**src/rtl/mem_wb_stage_pkg.sv**
```systemverilog
// ---------------------------------------------------------------------------
// mem_wb_stage_pkg
//   Shared definitions for the MEM/WB stage and its writeback source mux.
//   - WB_SEL_* : writeback source encodings (ALU / memory / PC+2; 2'b11
//                is treated as ALU)
//   - state_t  : MEM/WB handshake FSM states
//   - DEFAULT_TIMEOUT / DEFAULT_CNT_W : default wait limit and counter width
// ---------------------------------------------------------------------------
package mem_wb_stage_pkg;

    localparam logic [1:0] WB_SEL_ALU = 2'b00;
    localparam logic [1:0] WB_SEL_MEM = 2'b01;
    localparam logic [1:0] WB_SEL_PC  = 2'b10;

    typedef enum logic {
        ST_IDLE = 1'b0,
        ST_WAIT = 1'b1
    } state_t;

    // The counter must hold TIMEOUT-1, so 2**DEFAULT_CNT_W > DEFAULT_TIMEOUT.
    localparam int DEFAULT_TIMEOUT = 64;
    localparam int DEFAULT_CNT_W   = 7;

endpackage

```
**src/rtl/wb_mux4_16.sv**
```systemverilog
// ---------------------------------------------------------------------------
// wb_mux4_16
//   16-bit 4:1 writeback source select. Shared with the forwarding unit,
//   so all four data inputs are exposed even though the writeback path
//   ties d3 to the ALU result.
//   Ports:
//     sel  in  2   source select (WB_SEL_* encodings)
//     d0   in  16  selected by WB_SEL_ALU
//     d1   in  16  selected by WB_SEL_MEM
//     d2   in  16  selected by WB_SEL_PC
//     d3   in  16  selected by 2'b11
//     y    out 16  selected data
// ---------------------------------------------------------------------------
module wb_mux4_16
    import mem_wb_stage_pkg::*;
(
    input  logic [1:0]  sel,
    input  logic [15:0] d0,
    input  logic [15:0] d1,
    input  logic [15:0] d2,
    input  logic [15:0] d3,
    output logic [15:0] y
);

    always_comb begin
        y = d3;
        unique case (sel)
            WB_SEL_ALU: y = d0;
            WB_SEL_MEM: y = d1;
            WB_SEL_PC:  y = d2;
            default:    y = d3;
        endcase
    end

endmodule

```
**src/rtl/mem_wb_stage.sv**
```systemverilog
// ---------------------------------------------------------------------------
// mem_wb_stage
//   Memory-to-writeback stage. Hides variable memory latency behind a small
//   IDLE/WAIT FSM, raising mem_busy to freeze fetch/decode/execute and the
//   EX/MEM register while an access is outstanding, and inserts bubbles
//   into writeback meanwhile. Produces the registered register-file write
//   bundle and a sticky error flag for memory errors and timeouts.
//
//   Parameters:
//     USE_CACHE  1 = Done/Stall handshake; 0 = single-cycle memory, every
//                access completes in its issue cycle (Done/Stall ignored)
//     TIMEOUT    max cycles spent in WAIT before a timeout error
//     CNT_W      wait counter width, 2**CNT_W > TIMEOUT
//
//   Ports:
//     clk, rst        clock, asynchronous active-high reset
//     valid_in        EX/MEM holds a real instruction
//     ALU_result      ALU result / memory address
//     pc_plus2        link value
//     MemRead/MemWrite load / store
//     reg_write       instruction writes the register file
//     write_reg       destination register
//     wb_sel          writeback source select
//     halt_in         instruction is HALT
//     read_data_out   load data from memory
//     Done            access-complete pulse
//     Stall           memory cannot accept a request (never completes one)
//     mem_err         memory error, qualified by Done (or USE_CACHE=0)
//     mem_busy        freeze upstream (combinational)
//     wb_valid        bundle holds a retiring instruction
//     wb_en           register-file write enable
//     wb_reg, wb_data register-file write address / data
//     halt_out        HALT retiring (one-cycle pulse)
//     err_out         sticky error: memory error or timeout
// ---------------------------------------------------------------------------
module mem_wb_stage
    import mem_wb_stage_pkg::*;
#(
    parameter int USE_CACHE = 1,
    parameter int TIMEOUT   = DEFAULT_TIMEOUT,
    parameter int CNT_W     = DEFAULT_CNT_W
) (
    input  logic        clk,
    input  logic        rst,
    input  logic        valid_in,
    input  logic [15:0] ALU_result,
    input  logic [15:0] pc_plus2,
    input  logic        MemRead,
    input  logic        MemWrite,
    input  logic        reg_write,
    input  logic [2:0]  write_reg,
    input  logic [1:0]  wb_sel,
    input  logic        halt_in,
    input  logic [15:0] read_data_out,
    input  logic        Done,
    input  logic        Stall,
    input  logic        mem_err,
    output logic        mem_busy,
    output logic        wb_valid,
    output logic        wb_en,
    output logic [2:0]  wb_reg,
    output logic [15:0] wb_data,
    output logic        halt_out,
    output logic        err_out
);

    localparam logic [CNT_W-1:0] CNT_LAST = CNT_W'(TIMEOUT - 1);

    state_t           state_reg, state_next;
    logic [CNT_W-1:0] cnt_reg, cnt_next;

    logic        access;
    logic        done_eff;
    logic        retire;      // capture the bundle as a retiring instruction
    logic        kill_wen;    // retire but suppress the register write
    logic        set_err;
    logic        busy;
    logic [15:0] sel_data;

    // Stall is informational only: an access completes on Done alone,
    // whether or not Stall is also high.
    logic unused_stall;
    assign unused_stall = Stall;

    assign access   = valid_in & (MemRead | MemWrite);
    assign done_eff = (USE_CACHE == 0) ? 1'b1 : Done;

    wb_mux4_16 u_wb_mux (
        .sel (wb_sel),
        .d0  (ALU_result),
        .d1  (read_data_out),
        .d2  (pc_plus2),
        .d3  (ALU_result),
        .y   (sel_data)
    );

    always_comb begin
        state_next = state_reg;
        cnt_next   = cnt_reg;
        retire     = 1'b0;
        kill_wen   = 1'b0;
        set_err    = 1'b0;
        busy       = 1'b0;

        unique case (state_reg)
            ST_IDLE: begin
                if (valid_in) begin
                    if (!access || done_eff) begin
                        retire = 1'b1;
                        if (access && mem_err) begin
                            kill_wen = 1'b1;
                            set_err  = 1'b1;
                        end
                    end else begin
                        // Miss: park in WAIT, emit a bubble this edge.
                        state_next = ST_WAIT;
                        cnt_next   = '0;
                        busy       = 1'b1;
                    end
                end
            end

            ST_WAIT: begin
                if (Done) begin
                    retire     = 1'b1;
                    state_next = ST_IDLE;
                    if (mem_err) begin
                        kill_wen = 1'b1;
                        set_err  = 1'b1;
                    end
                end else if (cnt_reg == CNT_LAST) begin
                    // Timeout retires the instruction at this edge, so the
                    // upstream freeze is released in the same cycle, exactly
                    // like a completion; otherwise the stuck access would be
                    // re-issued from the held EX/MEM register.
                    retire     = 1'b1;
                    kill_wen   = 1'b1;
                    set_err    = 1'b1;
                    state_next = ST_IDLE;
                end else begin
                    busy     = 1'b1;
                    cnt_next = (cnt_reg == CNT_LAST) ? cnt_reg : cnt_reg + CNT_W'(1);
                end
            end

            default: begin
                state_next = ST_IDLE;
            end
        endcase
    end

    // Reset forces the freeze off immediately, even with an access pending
    // on the EX/MEM inputs.
    assign mem_busy = busy & ~rst;

    always_ff @(posedge clk or posedge rst) begin
        if (rst) begin
            state_reg <= ST_IDLE;
            cnt_reg   <= '0;
            wb_valid  <= 1'b0;
            wb_en     <= 1'b0;
            wb_reg    <= '0;
            wb_data   <= '0;
            halt_out  <= 1'b0;
            err_out   <= 1'b0;
        end else begin
            state_reg <= state_next;
            cnt_reg   <= cnt_next;
            wb_valid  <= retire;
            wb_en     <= retire & reg_write & ~kill_wen;
            halt_out  <= retire & halt_in;
            // Address/data hold their last value across bubbles.
            if (retire) begin
                wb_reg  <= write_reg;
                wb_data <= sel_data;
            end
            if (set_err) begin
                err_out <= 1'b1;
            end
        end
    end

endmodule

```
**config.mk**
```make
export PLATFORM = sky130hd
export DESIGN_NAME = mem_wb_stage
export DESIGN_NICKNAME = d
export VERILOG_FILES = /design/src/rtl/mem_wb_stage_pkg.sv /design/src/rtl/wb_mux4_16.sv /design/src/rtl/mem_wb_stage.sv
export SDC_FILE = /design/constraint.sdc
export NUM_CORES = 1
export LEC_CHECK = 0
export ABC_CLOCK_PERIOD_IN_PS = 2570
export BUFFER_PORTS_ARGS = -buffer_cell sky130_fd_sc_hd__buf_2
export CAP_MARGIN = 20
export CORE_MARGIN = 4
export CORE_UTILIZATION = 30
export DETAILED_ROUTE_END_ITERATION = 12
export PLACE_DENSITY = 0.57
export SYNTH_ARGS = -nofsm -noshare
export SYNTH_HDL_FRONTEND = slang
export SYNTH_SLANG_ARGS = --single-unit
```
**constraint.sdc**
```tcl
create_clock -name clk -period 2.57 [get_ports clk]
set_input_delay 0.3855 -clock clk [delete_from_list [all_inputs] [get_ports clk]]
set_output_delay 0.3855 -clock clk [all_outputs]
set_load 0.02 [all_outputs]
```
==> impl_metrics.toml <==
[logic_synthesis]
yosysTopAreaCellShare = 0.470
synth.most_common_cell = "dfrtp_1"
syn_inst = 168
avgSynthCellArea_sq_um = 9.82
syn_nets = 234
synthArstFlopShare = 1.00
ys_types = 29
ys_seq_area_frac = 0.470
syn_area_sq_um = 1650
synth.area.top_cells = "dfrtp_1, mux2_2, a22oi_1, o21ai_0, nand2_1"
yosys_warnings = 0
netlist_top_cells_count = "dfrtp_1, nand2_1, o21ai_0"
ys_ff_latch = 31
synth_edf_count = 0
synth_top_area_cell = "dfrtp_1"
ys.flop_type = "dfrtp_1"

[clock_network]
clockBufferDepth = 2
clk_pin_slew_worst_paths_ns = 0.06
numCtsBuffers = 5
cts_root_buffer = "clkbuf_8"
cts_setup_buffers = 0
clk_latency_ns = 0.27
htree_num_levels = 2
cts_tree = "done"
postCtsResizedCells = 0
cts_sinks = 31
cts_hold_buffers = 0

[drt]
wl_per_cell_um = 12.8
drtAntennaViolNets = 0
vias_per_cell = 4.82
first_iter_violations = 37
first_pass_iters = 4
route.detailed.drc = 0
drt_wl_total_mm = 4.10
vias = 1543

[power_and_ir_drop]
clkPwrFrac = 0.275
leakagePower_nw = 1.08
comb_power_share = 0.283
p_sw_frac = 0.313
vdd_drop_max_mv = 0.257
power_switching_mw = 0.430
internal_power_mw = 0.944
power_density_nw_per_um2 = 623
pwr-share-seq = 0.442

[worst_setup_path]
worstSetupPathType = "reg2out"
arrival_ns = 1.92
required_ns = 2.18
r2r_slack_ns = 0.44
worstReg2RegEnd = "wb_data[13]"
startpoint_type = "flip-flop"
worst-r2r-cell-count = 6
crit_fanout = 6
r2r_start = "cnt_reg[0]"
cp-end-kind = "output port"

[die]
initial_core_util = 0.317
rows = 26
die_w_um = 82.2
die_h_um = 82.2
core-area_sq_um = 5200
io_pins = 87
die_area_sq_um = 6750

[timing]
period_needed_ns = 2.30
finalMaxSlewViolations = 0
setup_viol_count_final = 0
tns_ns = 0
hold_viol = 0
slew_headroom = 0.482
skew_ns = 0.00390
timing.hold.ws_ns = 0.192
worst_pin_slew_ns = 0.777
layout_worst_path_cycle_share = 0.896
fmax_mhz = 434
rsz0062_at_grt = "false"

[global_route]
grt_remaining_overflow = 0
grt_usage = 0.119
grt_max_degree = 33
grt_pass1_wl_mm = 6.22
grt_pass1_vias = 1397
antenna_found_initial = 0

[placed_design]
dpl.hpwl_mm = 3.16
portBuffers = 85
gp_congestion = 0.687

[run]
maxCapViolCount = 0

[cells_and_area]
drive_gt1_frac = 0.460
largest_register_ff_count = 16
nFillCells = 536
area_growth_pct = 33.6
fin_nets = 316
antenna_cells = 0

[hold_path]
hold_path.class = "in2async"

[outcome]
run_status = "completed"
## worst max path at each step
stage,depth (start not counted),slack (ns),end,startpoint
after global placement,6,0.47,wb_reg[2],cnt_reg[0]
after floorplan,6,0.65,mem_busy,cnt_reg[0]
after detailed placement,6,0.44,wb_data[2],cnt_reg[0]
final,6,0.27,mem_busy,cnt_reg[0]
after global routing,6,0.1,mem_busy,cnt_reg[0]
after CTS,6,0.25,mem_busy,cnt_reg[0]
## layout by cell type, fill, tap and decap left out, drive strengths merged, types with 2 or more instances in the layout
master	n
o21ai	22
ha	3
nor2	7
mux2	19
dfrtp	31
or3	2
a21oi	4
clkbuf	6
inv	5
nor3	6
nand3	7
buf	87
a22oi	16
nand2	22
## per-stage QoR
stage	power, mW	setup WS (ns)	instances	utilization	instance area [sq um]
after detailed placement	1.01	0.437	313	0.407	2120
after floorplan	0.861	0.651	168	-	1650
after global routing	1.47	0.0983	320	0.424	2200
after CTS	1.40	0.254	320	0.424	2200
after global placement	1.01	0.466	313	0.407	2120
final	1.37	0.268	320	0.424	2200
## logic make-up (layout without fill, tap and decap cells)
family | after synthesis | after routing | synth area share
compound gates | 49 | 49 | 0.190
fa+ha+maj | 3 | 3 | 0.0227
buf+inv | 17 | 99 | 0.0485
flops | 31 | 31 | 0.470
mux | 20 | 20 | 0.136
simple gates | 48 | 48 | 0.133
## layout make-up
type	count	area, sq um	share of cell area
multi-input cells	120	795	0.360
flip-flops and latches	31	776	0.352
repair buffers	87	440	0.200
well taps	70	87.6	0.0397
clock buffers	6	82.6	0.0375
inverters	5	18.8	0.00851
clock inverters	1	5.00	0.00227
## power by group through the flow
stage	combinational (mW)	clock (mW)	sequential [mW]
4_1_cts	0.397	0.400	0.607
3_5_place_dp	0.396	0	0.617
3_3_place_gp	0.392	0	0.614
2_1_floorplan	0.165	0	0.696
5_1_grt	0.431	0.418	0.619
6_report	0.389	0.378	0.607
## critical path: stages (launching register included)
cell     delay, ns
dfrtp_1       0.41
ha_1          0.22
nand2_1       0.10
or3_1         0.46
a21oi_1       0.24
nor3_1        0.06
buf_2         0.16
## metal layers
metal / GRT usage / up-vias / wire (um)
met5: 0 / - / 0
met4: 0.0399 / 0 / 34
met3: 0.0390 / 4 / 505
met2: 0.208 / 65 / 1890
met1: 0.137 / 710 / 1670
li1: - / 764 / -
(Power assumes the default switching activity.)
